==> src/rtl/barrier_lane.sv <==
// Approaching-obstacle sprite for one road lane: a start/abort/done run that advances
// the sprite once per frame, with perspective stretch stages and a hit window.
module barrier_lane #(
  parameter int          DIR      = 0,
  parameter int          START_X  = 458,
  parameter int          START_Y  = 360,
  parameter int          STEP_X   = 10,
  parameter int          STEP_Y   = 10,
  parameter int          END_Y    = 720,
  parameter int          STAGE1_Y = 440,
  parameter int          STAGE2_Y = 550,
  parameter int          HIT_LO   = 600,
  parameter int          HIT_HI   = 680,
  parameter int          X_MAX    = 1279,
  parameter logic [23:0] BODY_RGB = 24'hFF0000
) (
  input  logic        i_clk,
  input  logic        i_rst_n,
  input  logic [15:0] i_x,
  input  logic [15:0] i_y,
  input  logic        i_v_sync,
  input  logic        i_start,
  input  logic        i_abort,
  output logic [7:0]  o_red,
  output logic [7:0]  o_green,
  output logic [7:0]  o_blue,
  output logic        o_sprite_hit,
  output logic        o_in_position,
  output logic        o_busy,
  output logic        o_done,
  output logic [1:0]  o_stage
);

  localparam logic [15:0] SX     = 16'(START_X);
  localparam logic [15:0] SY     = 16'(START_Y);
  localparam logic [15:0] STX16  = 16'(STEP_X);
  localparam logic [16:0] STX17  = 17'(STEP_X);
  localparam logic [16:0] STY17  = 17'(STEP_Y);
  localparam logic [16:0] ENDY17 = 17'(END_Y);
  localparam logic [15:0] ST1    = 16'(STAGE1_Y);
  localparam logic [15:0] ST2    = 16'(STAGE2_Y);
  localparam logic [15:0] HLO    = 16'(HIT_LO);
  localparam logic [15:0] HHI    = 16'(HIT_HI);
  localparam logic [15:0] XMAX16 = 16'(X_MAX);
  localparam logic [16:0] XMAX17 = 17'(X_MAX);

  typedef enum logic [1:0] {IDLE, MOVE, DONE} state_t;

  state_t      state, state_nxt;
  logic [15:0] x, y, x_nxt, y_nxt;
  logic [1:0]  stage, stage_nxt;
  logic [2:0]  vs_pipe;
  logic        frame_tick;
  logic [15:0] x_step;
  logic [16:0] y_step;

  // v_sync crosses in through two flops; the third flop only remembers the last level
  always_ff @(posedge i_clk or negedge i_rst_n) begin
    if (!i_rst_n) vs_pipe <= '0;
    else          vs_pipe <= {vs_pipe[1:0], i_v_sync};
  end

  assign frame_tick = vs_pipe[1] & ~vs_pipe[2];

  generate
    if (DIR == 0) begin : g_dec
      assign x_step = (x < STX16) ? '0 : x - STX16;
    end else if (DIR == 1) begin : g_inc
      logic [16:0] sum;
      assign sum    = {1'b0, x} + STX17;
      assign x_step = (sum > XMAX17) ? XMAX16 : sum[15:0];
    end else begin : g_hold
      assign x_step = x;
    end
  endgenerate

  assign y_step = {1'b0, y} + STY17;

  always_ff @(posedge i_clk or negedge i_rst_n) begin
    if (!i_rst_n) begin
      state <= IDLE;
      x     <= SX;
      y     <= SY;
      stage <= 2'd0;
    end else begin
      state <= state_nxt;
      x     <= x_nxt;
      y     <= y_nxt;
      stage <= stage_nxt;
    end
  end

  always_comb begin
    state_nxt = state;
    x_nxt     = x;
    y_nxt     = y;
    case (state)
      IDLE: begin
        x_nxt = SX;
        y_nxt = SY;
        if (i_start && !i_abort) state_nxt = MOVE;
      end
      MOVE: begin
        if (i_abort) begin
          state_nxt = IDLE;
          x_nxt     = SX;
          y_nxt     = SY;
        end else if (frame_tick) begin
          // the final step is not committed; the sprite leaves from its last drawn spot
          if (y_step >= ENDY17) begin
            state_nxt = DONE;
          end else begin
            x_nxt = x_step;
            y_nxt = y_step[15:0];
          end
        end
      end
      DONE: begin
        state_nxt = IDLE;
        x_nxt     = SX;
        y_nxt     = SY;
      end
      default: begin
        state_nxt = IDLE;
        x_nxt     = SX;
        y_nxt     = SY;
      end
    endcase
  end

  always_comb begin
    if (y_nxt >= ST2)      stage_nxt = 2'd2;
    else if (y_nxt >= ST1) stage_nxt = 2'd1;
    else                   stage_nxt = 2'd0;
  end

  // Geometry is evaluated in 17 bits so the right/bottom edges cannot wrap past 16'hFFFF
  logic [16:0] px, py, xl, yl, width;
  logic [4:0]  dy;
  logic        in_box, opaque, hit;

  assign px     = {1'b0, i_x};
  assign py     = {1'b0, i_y};
  assign xl     = {1'b0, x};
  assign yl     = {1'b0, y};
  assign width  = 17'd64 << stage;
  assign in_box = (px >= xl) && (px < xl + width) && (py >= yl) && (py < yl + 17'd32);

  // Height is 32, so the low five bits of i_y - y give the in-box row offset; rows 3..6 are solid
  assign dy     = i_y[4:0] - y[4:0];
  assign opaque = (dy >= 5'd12) && (dy < 5'd28);
  assign hit    = (state == MOVE) && in_box && opaque;

  assign o_sprite_hit              = hit;
  assign {o_red, o_green, o_blue}  = hit ? BODY_RGB : 24'h0;
  assign o_in_position             = (state == MOVE) && (y >= HLO) && (y <= HHI);
  assign o_busy                    = (state == MOVE);
  assign o_done                    = (state == DONE);
  assign o_stage                   = stage;

endmodule

==> config.mk <==
export PLATFORM = sky130hd
export DESIGN_NAME = barrier_lane
export DESIGN_NICKNAME = d
export VERILOG_FILES = /design/src/rtl/barrier_lane.sv
export SDC_FILE = /design/constraint.sdc
export NUM_CORES = 1
export LEC_CHECK = 0
export BUFFER_PORTS_ARGS = -buffer_cell sky130_fd_sc_hd__buf_2
export CAP_MARGIN = 20
export CORE_MARGIN = 2
export CORE_UTILIZATION = 35
export CTS_CLUSTER_DIAMETER = 120
export CTS_CLUSTER_SIZE = 12
export DETAILED_ROUTE_END_ITERATION = 8
export PLACE_DENSITY_LB_ADDON = 0.08
export SYNTH_ARGS = -nofsm -noshare
export SYNTH_HDL_FRONTEND = slang
export SYNTH_SLANG_ARGS = --single-unit
export TNS_END_PERCENT = 20
==> constraint.sdc <==
create_clock -name i_clk -period 4.8 [get_ports i_clk]
set_clock_uncertainty 0.15 [all_clocks]
set_input_delay 0.96 -clock i_clk [delete_from_list [all_inputs] [get_ports i_clk]]
set_output_delay 0.96 -clock i_clk [all_outputs]
set_load 0.01 [all_outputs]
======== Word-level counts from Yosys, hierarchy flattened ========
Index checks and enable logic that the tools add are counted.
word-level totals
  memory bits (writable) .................. 0
  bits in latches ......................... 0
  logic and storage cells ................. 61
  register bits ........................... 39
  memories kept ........................... 0
  input port bits ......................... 37
  output and inout port bits .............. 30
  memory bits (read-only) ................. 0
operators by class
  bitwise operators ....................... 2
  equal/unequal tests ..................... 6
  shift operators ......................... 1
  $mul .................................... 0
  reduce and logical (&&, ||, !) cells .... 13
  divide/modulo/power cells ............... 0
  multiplexer cells ....................... 17
  add/sub/neg operators ................... 5
  magnitude comparators ................... 12
operator list
  cell                                                   number
  two-way mux 16 bit                                     9
  < comparator 16 x 17 -> 1 bit                          2
  >= comparator 16 x 10 -> 1 bit, second input constant  2
  >= comparator 16 bit                                   2
  two-way mux 24 bit                                     1
  adder 16 x 17 -> 17 bit                                1
  adder 16 x 4 -> 17 bit, second input constant          1
  adder 16 x 6 -> 17 bit, second input constant          1
  >= comparator 17 x 10 -> 1 bit, second input constant  1
  left shift 7 x 2 -> 17 bit, first input constant       1
  >= comparator 16 x 9 -> 1 bit, second input constant   1
  <= comparator 16 x 10 -> 1 bit, second input constant  1
  < comparator 16 x 4 -> 1 bit, second input constant    1
  subtractor 16 x 4 -> 16 bit, second input constant     1
  two-way mux 2 bit                                      5
  logical AND 1 bit                                      9
  != test 3 x 2 -> 1 bit, second input constant          2
  >= comparator 5 x 4 -> 1 bit, second input constant    1
  < comparator 5 bit, second input constant              1
  subtractor 5 bit                                       1
  case mux 2 bit (2 select lines)                        1
  != test 3 bit, second input constant                   1
  AND reduction 3 bit                                    1
  == test 2 x 1 -> 1 bit, second input constant          1
  other kinds (8)                                        8

======== Longest topological paths before layout ========
Gate-level depths: netlist (run 1).
  depth after elaboration ................. 9
  gate-level depth with buffers ........... 15
  mapped depth without buffers ............ 14

======== Least setup slack after synthesis (run 1) ========
No wires, ideal clock.
  path kind ............................... register to output
  start ................................... register stage[0], in the netlist o_stage[0]
  end ..................................... output o_red[0]
  arrival time ............................ 3.980 ns
  required time ........................... 3.690 ns
  path buffers ............................ 1
  stages on the path, launching flop included .. 15
  slack ................................... -0.290 ns
  cells stage by stage .................... dfrtp_1 -> nor2b_1 -> ha_1 -> a21o_1 -> a21oi_1 -> nor2b_1 -> o21ai_0 -> xnor2_1 -> ha_1 -> a21o_1 -> a21o_1 -> a2111oi_0 -> a21oi_1 -> nor4_1 -> buf_4
on the way
  word-level cells in the longest chain between the ends .. 9
ends and longest elaborated chain
  element                          line  source
  start, declared                  51    logic [1:0] stage, stage_nxt;
  start signal, assigned           89    stage <= stage_nxt;
  left shift 7 x 2 -> 17 bit       146   assign width = 17'd64 << stage;
  adder 16 x 17 -> 17 bit          147   assign in_box = (px >= xl) && (px < xl + width) && (py >= yl) && (py < yl + 17'd32);
  < comparator 16 x 17 -> 1 bit    147
  logical AND 1 bit (3 in series)  147
  logical AND 1 bit (2 in series)  152   assign hit = (state == MOVE) && in_box && opaque;
  net o_sprite_hit                 27    output logic o_sprite_hit,
  two-way mux 24 bit               155   assign {o_red, o_green, o_blue} = hit ? BODY_RGB : 24'h0;
  end, declared                    24    output logic [7:0] o_red,
The timed path passes the listed nets, and every way through them passes these cells.

======== Worst setup path in the final report (run 1) ========
  start ................................... register stage[0], in the netlist o_stage[0]
  end ..................................... output o_red[2]
on the way
  word-level cells in the longest chain between the ends .. 9
ends and longest elaborated chain
  element                          line
  left shift 7 x 2 -> 17 bit       146
  adder 16 x 17 -> 17 bit          147
  < comparator 16 x 17 -> 1 bit    147
  logical AND 1 bit (3 in series)  147
  logical AND 1 bit (2 in series)  152
  two-way mux 24 bit               155
Every way passes these cells.

==> reports/metrics.yaml, run 1 <==
synth_top_area_cell: "ha_1"
timing.rr.start: "y[2]"
cp-endpoint: "o_red[2]"
fin_area_um2: 4960
clockRootBuffer: "clkbuf_16"
core-area_um2: 12000
cts_buffers: 5
grt_use_total: 0.177
critPathCaptureType: "output port"
dieHeight_um: 115
synth_area_um2: 4280
max_slew_margin: 0.407
clock-sinks: 38
antenna_found_initial: 0
die_area_um2: 13100
viasPerCell: 5.41
ctsHoldBuffers: 0
synth_top_area_frac: 0.181
r2r_setup_slack_ns: 1.23
dr.pass1.iters: 4
drv_cap: 0
crit_path_start_kind: "flip-flop"
arrival_ns: 3.47
ios: 67
synth_area_leaders: "ha_1, dfrtp_1, dfstp_2, xnor2_1, buf_4"
power.density_nw_per_um2: 184
synth-seq-cells: 38
synth.avg_cell_area_um2: 8.12
power_w: 0.000914
crit_chain: "nor2b_4, ha_1, a21o_1, a21oi_2, nor2b_2, o21ai_1, xnor2_1, ha_1, a21o_1, a21o_1, a2111oi_4, a21oi_2, nor4_4, buf_4, buf_6"
cp_max_fo: 5
synth_compound_area_frac: 0.208
wl_mm: 11.2
clk_pin_slew_ns: 0.06
final-setup-viol-count: 0
grt_first_pass_wirelength_mm: 18.7
drt_iter0_markers: 143
place_area_um2: 4580
fin_nets: 669
htreeDepth: 2
status: "finished, final reports clean"
first_global_vias: 3746
synthMuxAreaShare: 0.0123
cp.required_ns: 3.69
dp_hpwl_mm: 8.68
wl_per_cell_um: 15.6
r2r-end: "o_stage[0]"
cp_common_cell: "a21o_1"
fin_crit_sh: 0.953
max_freq_mhz: 219
finalHoldViolations: 0
cts_buffer_depth: 2
synth_cells: 527
die_x_um: 115
synth-edff-count: 0
num_vias: 3878
n_antenna_cell: 0
start_util: 0.358
cp_slowest_cell: "dfrtp_1"
vdd_drop_max_v: 0.000200
hold_class: "flip-flop to flip-flop"
period_minus_slack_ns: 4.58
worstSetupStartpoint: "o_stage[0]"
yosysWarnings: 0
grt_max_degree: 39
drc_errors: 0
area_growth_syn_to_layout_pct: 15.9
synth_ff_type: "dfrtp_1"
slew_violations: 0
yosys.area_share.xor_xnor: 0.0594
port_buffers: 49
rows: 40
tritoncts: "built"
slowest_delay_ns: 0.41
ys_seq_area_frac: 0.225
rr_worst_depth: 10
synthAdderAreaFrac: 0.186
tightest_slew_ns: 0.888
grt.overflow.total: 0
postSynth.asyncResetShare: 1.00
routabilityCongestion: 0.838
synth_simple_gate_area_frac: 0.213
p_leak_nw: 2.11
critical_path_class: "flip-flop to output port"
hp-start: "vs_pipe[0]"
ant_nets: 0
synth_top_family_by_area: "simple AND/OR/NAND/NOR gates"
ys_types: 58
clk_latency_ns: 0.28
layout-drive-gt1-share: 0.188
## worst min-delay path by stage
stage | endpoint | depth (start not counted)
global placement | vs_pipe[1] | 0
CTS | vs_pipe[1] | 0
floorplan | vs_pipe[1] | 0
detailed placement | vs_pipe[1] | 0
global route | vs_pipe[1] | 0
finish | vs_pipe[1] | 0
## repair_timing
action / 4_1_cts / 5_1_grt
setup buffers: 1 / 2
cloned: 0 / 1
resized for setup: 6 / 27
pin swaps: 2 / 11
setup endpoints to repair: 9 / 9
## registers in the layout (all words and copies together) (netlist names)
signal and cells:
o_stage 2, state 2, vs_pipe 3, x 15, y 16
## kinds of logic after synthesis
family,after synthesis
muxes,5
and+or+nand+nor,177
other,1
xor gates and xnor gates,29
adders and majority gates,63
DFF,38
buffers and inverters,82
AOI/OAI and AO/OA,132
## cell usage in the layout, fill, tap and decap left out, types with 6 or more instances in the layout
cell type,synthesis,final
ha_1,62,61
buf_2,11,40
nor2_1,40,39
nand2_1,37,37
inv_1,36,36
o21ai_0,30,29
dfrtp_1,29,28
xnor2_1,26,26
a21oi_1,28,25
nor3_1,22,22
conb_1,1,16
buf_4,24,14
nand3_1,14,13
a21o_1,12,12
nand2b_1,11,11
o21a_1,11,11
buf_6,0,10
dfstp_2,9,9
nand4_1,8,8
nor2b_1,9,7
a31oi_1,6,6
or3_1,6,6
nor4_1,8,6
## area by class of cell
cell class,count,area (um^2)
inverters,38,146
repair buffers,64,418
multi-input cells,422,3050
clock inverters,2,60.1
clock buffers,6,139
well taps,147,184
flip-flops and latches,38,963
fillers,1216,7000
## critical path, delay by kind of cell (launching register included)
family | cells | cell delay, ns
buffers and inverters | 2 | 0.30
xor gates and xnor gates | 1 | 0.10
adders and majority gates | 2 | 0.58
AOI/OAI and AO/OA | 7 | 1.26
and+or+nand+nor | 3 | 0.55
DFF | 1 | 0.41
## metrics by stage
stage	setup slack (ns)	instances	utilization	TNS (ns)	hold slack, ns
6_report	0.224	717	0.415	0	0.205
2_1_floorplan	0.0523	542	-	0	0.181
3_3_place_gp	0.00670	705	0.383	0	0.183
5_1_grt	-0.0176	717	0.415	-0.0683	0.222
4_1_cts	0.0320	714	0.403	0	0.213
3_5_place_dp	-0.0663	705	0.383	-0.577	0.193
## synthesized netlist by cell type, drive strengths merged (13+ instances only)
library cell,instances
a21oi,30
buf,35
nand2,37
o21ai,32
inv,36
a21o,13
nand3,14
nor3,24
xnor2,26
nor2,40
ha,62
dfrtp,29
## per-layer routing
layer,part of all wire,wire [um],global-route usage,vias up
met5,0,0,0,-
met4,0.020,221,0.0423,0
met3,0.037,410,0.0270,16
met2,0.46,5200,0.290,81
met1,0.48,5390,0.244,1840
li1,-,-,-,1941
## power by group
group / leakage (nW) / switching [W] / internal (W)
clock: 0.0971 / 0.000129 / 0.000312
combinational: 1.53 / 0.0000852 / 0.0000607
sequential: 0.490 / 0.00000324 / 0.000325
total: 2.11 / 0.000217 / 0.000697
(Power assumes the default switching activity.)
==> run 2, diff against run 1 <==
--- a/config.mk
+++ b/config.mk
@@ -5,6 +5,7 @@
 export SDC_FILE = /design/constraint.sdc
 export NUM_CORES = 1
 export LEC_CHECK = 0
+export ABC_AREA = 1
 export BUFFER_PORTS_ARGS = -buffer_cell sky130_fd_sc_hd__buf_2
 export CAP_MARGIN = 20
 export CORE_MARGIN = 2
==> run 2 against run 1 <==
Effect of this change:
- non-clock buffer count fell by 14
- combinational power increased to 3.1 times the previous value
- setup slack better by 0.12 ns
- core utilization decreased by 1.6 points
- design area shrank 2.1%
- synthesized area is 2.9% higher
- final cell count rose by 17%
- synthesized cell count up 19%
- wire length up 3.1%
- critical endpoint is now o_sprite_hit
- highest routed layer unchanged
==> reports/metrics.yaml, run 2 <==
tightest_slew_ns: 0.858  # -0.0302 ns
grt_first_pass_wirelength_mm: 19.1  # +2.2%
p_leak_nw: 2.46  # +16%
seqCellArea_um2: 962  # -0.13%
dr.pass1.iters: 4  # unchanged
largest_reg_flops: 16  # unchanged
ios: 67  # unchanged
r2r_setup_slack_ns: 1.13  # -0.10 ns
die_area_um2: 13500  # +2.8%
ys_seq_area_frac: 0.219  # -0.00639
highest_layer: "met4"
core-area_um2: 12200  # +1.7%
top_regs: "y (16), x (15), vs_pipe (3)"
rsz0062_at_grt: "false"
dp_hpwl_mm: 9.68  # +12%
synth_area_um2: 4400  # +2.9%
r2r-end: "o_stage[0]"
port_buffers: 49  # unchanged
synth.avg_cell_area_um2: 7.01  # -14%
max_freq_mhz: 224  # +2.6%
hp-start: "vs_pipe[0]"
vdd_drop_max_v: 0.000151  # -25%
slew_violations: 0  # unchanged
drt_iter0_markers: 257  # +80%
grt.overflow.total: 0  # unchanged
grt_max_degree: 39  # unchanged
fin_tns_setup_ns: 0  # unchanged
start_util: 0.362  # +0.00440
critPathCaptureType: "output port"
worstHoldEndpoint: "vs_pipe[1]"
synth_cells: 628  # +19%
viasPerCell: 4.85  # -10%
hold_path_depth: 0  # unchanged
final_common_cell: "nand2_1"
wl_mm: 11.6  # +3.1%
wl_met3_um: 454  # +11%
die_x_um: 116  # +1.4%
cts_buffer_depth: 2  # unchanged
num_vias: 4066  # +4.8%
period_minus_slack_ns: 4.46  # -0.118 ns
ys_types: 46  # -21%
multi_input_area_um2: 2950  # -3.1%
synth_top_area_frac: 0.176  # -0.00515
drc_errors: 0  # unchanged
area_growth_syn_to_layout_pct: 10.2
postCtsSetupBuffers: 0  # -1
yosysMostFrequentCell: "nand2_1"
met2_length_mm: 4.81  # -7.4%
timing.rr.start: "y[5]"
tritoncts: "built"
layout-drive-gt1-share: 0.159  # -0.0283
routabilityCongestion: 0.852  # +1.6%
dieHeight_um: 116  # +1.4%
cp_max_fo: 5  # unchanged
final_util: 0.399  # -0.0156
hold_class: "flip-flop to flip-flop"
regMostFlops: "y"
rows: 40  # unchanged
clock-sinks: 38  # unchanged
max_slew_margin: 0.428  # +0.0214
synth_area_leaders: "ha_1, dfrtp_1, nand2_1, inv_1, nor2_1"
n_antenna_cell: 0  # unchanged
postSynth.asyncResetShare: 1.00  # unchanged
clk_pin_slew_ns: 0.06  # about the same
antenna_found_initial: 0  # unchanged
synth-seq-cells: 38  # unchanged
crit_path_start_kind: "flip-flop"
arrival_ns: 3.35  # -0.12 ns
wl_met1_mm: 6.20  # +15%
synth_top_area_cell: "ha_1"
grt_use_total: 0.179  # +0.00266
htreeDepth: 2  # unchanged
wl_per_cell_um: 13.8  # -12%
rr_worst_depth: 16  # +6
yosysWarnings: 0  # unchanged
status: "finished, final reports clean"
first_global_vias: 3838  # +2.5%
synth-edff-count: 0  # unchanged
yosys-top-cells-count: "nand2_1, inv_1, nor2_1"
drv_cap: 0  # unchanged
fin_crit_sh: 0.929  # -0.0246
ant_nets: 0  # unchanged
clk_latency_ns: 0.28  # about the same
final-setup-viol-count: 0  # unchanged
finalHoldViolations: 0  # unchanged
cts_buffers: 5  # unchanged
fin_nets: 770  # +15%
critical_path_class: "flip-flop to output port"
cp.required_ns: 3.69  # about the same
final_cell_mix: "nand2_1, inv_1, nor2_1, ha_1, buf_2"
nFillCells: 1354  # +11%
synth_ff_type: "dfrtp_1"
power.density_nw_per_um2: 237  # +28%
clockRootBuffer: "clkbuf_16"
==> run 2: what timing repair did <==
action                                  4_1_cts  5_1_grt
resized for setup                             0        2
endpoints found under the hold margin         0        0
hold buffers                                  0        0
endpoints found under the setup margin        0        9
==> run 2: per-layer routing <==
metal / vias to the layer above / track usage
li1: 2129 / -
met3: 10 / 0.0275
met5: - / 0
met1: 1842 / 0.282
met2: 85 / 0.261
met4: 0 / 0.0294
==> run 2: worst max-delay path: stages (launching register included) <==
cell      delay [ns]
dfrtp_1         0.41
inv_1           0.06
nor2_1          0.04
ha_1            0.36
nand3_1         0.09
nand2_1         0.15
a21oi_1         0.11
nor2_1          0.09
nand2_1         0.09
nor3_1          0.19
xor2_1          0.22
ha_1            0.28
nand4_1         0.10
inv_1           0.05
a221oi_1        0.23
o211ai_1        0.21
nor2_1          0.21
buf_2           0.17
==> run 2: worst max path at each step <==
stage	to	depth (start not counted)	startpoint	slack (ns)
after floorplan	o_red[0]	15	o_stage[1]	0.71
after global placement	o_red[2]	18	i_y[1]	0.45
after detailed placement	o_sprite_hit	18	i_y[1]	0.41
after CTS	o_sprite_hit	17	o_stage[1]	0.18
after global routing	o_red[6]	15	o_stage[0]	0.0007
final	o_sprite_hit	17	o_stage[1]	0.34
==> run 2: kinds of logic (layout without fill, tap and decap cells) <==
logic type | Yosys count | count (layout) | share of synthesized area
compound gates | 93 | 93 | 0.125
xor+xnor | 22 | 22 | 0.0438
fa+ha+maj | 63 | 63 | 0.181
buf+inv | 117 | 144 | 0.126
flops | 38 | 38 | 0.219
other cells | 1 | 16 | 0.000852
simple gates | 294 | 295 | 0.305
==> run 2: final cells by class <==
| type | instances | share of cell area |
|---|---|---|
| multi-input cells | 489 | 0.609 |
| flip-flops and latches | 38 | 0.198 |
| inverters | 86 | 0.0665 |
| repair buffers | 50 | 0.0521 |
| well taps | 168 | 0.0433 |
| clock buffers | 6 | 0.0286 |
| clock inverters | 2 | 0.00258 |
==> run 2: power breakdown <==
part	switching (W)	internal (W)	leakage [nW]
Sequential	0.0000256	0.000345	0.490
Combinational	0.000293	0.000153	1.90
Clock	0.000128	0.000206	0.0729
Total	0.000446	0.000703	2.46
==> run 2: stage by stage <==
step / hold slack, ns / setup slack, ns / total power (W) / instance area, um^2 / instances
2_1_floorplan: 0.181 / 0.707 / 0.000697 / 4460 / 643
3_5_place_dp: 0.191 / 0.411 / 0.000821 / 4690 / 830
5_1_grt: 0.208 / 0.000698 / 0.00125 / 4850 / 839
4_1_cts: 0.205 / 0.175 / 0.00116 / 4840 / 838
6_report: 0.200 / 0.342 / 0.00115 / 4850 / 839
3_3_place_gp: 0.187 / 0.445 / 0.000813 / 4690 / 830
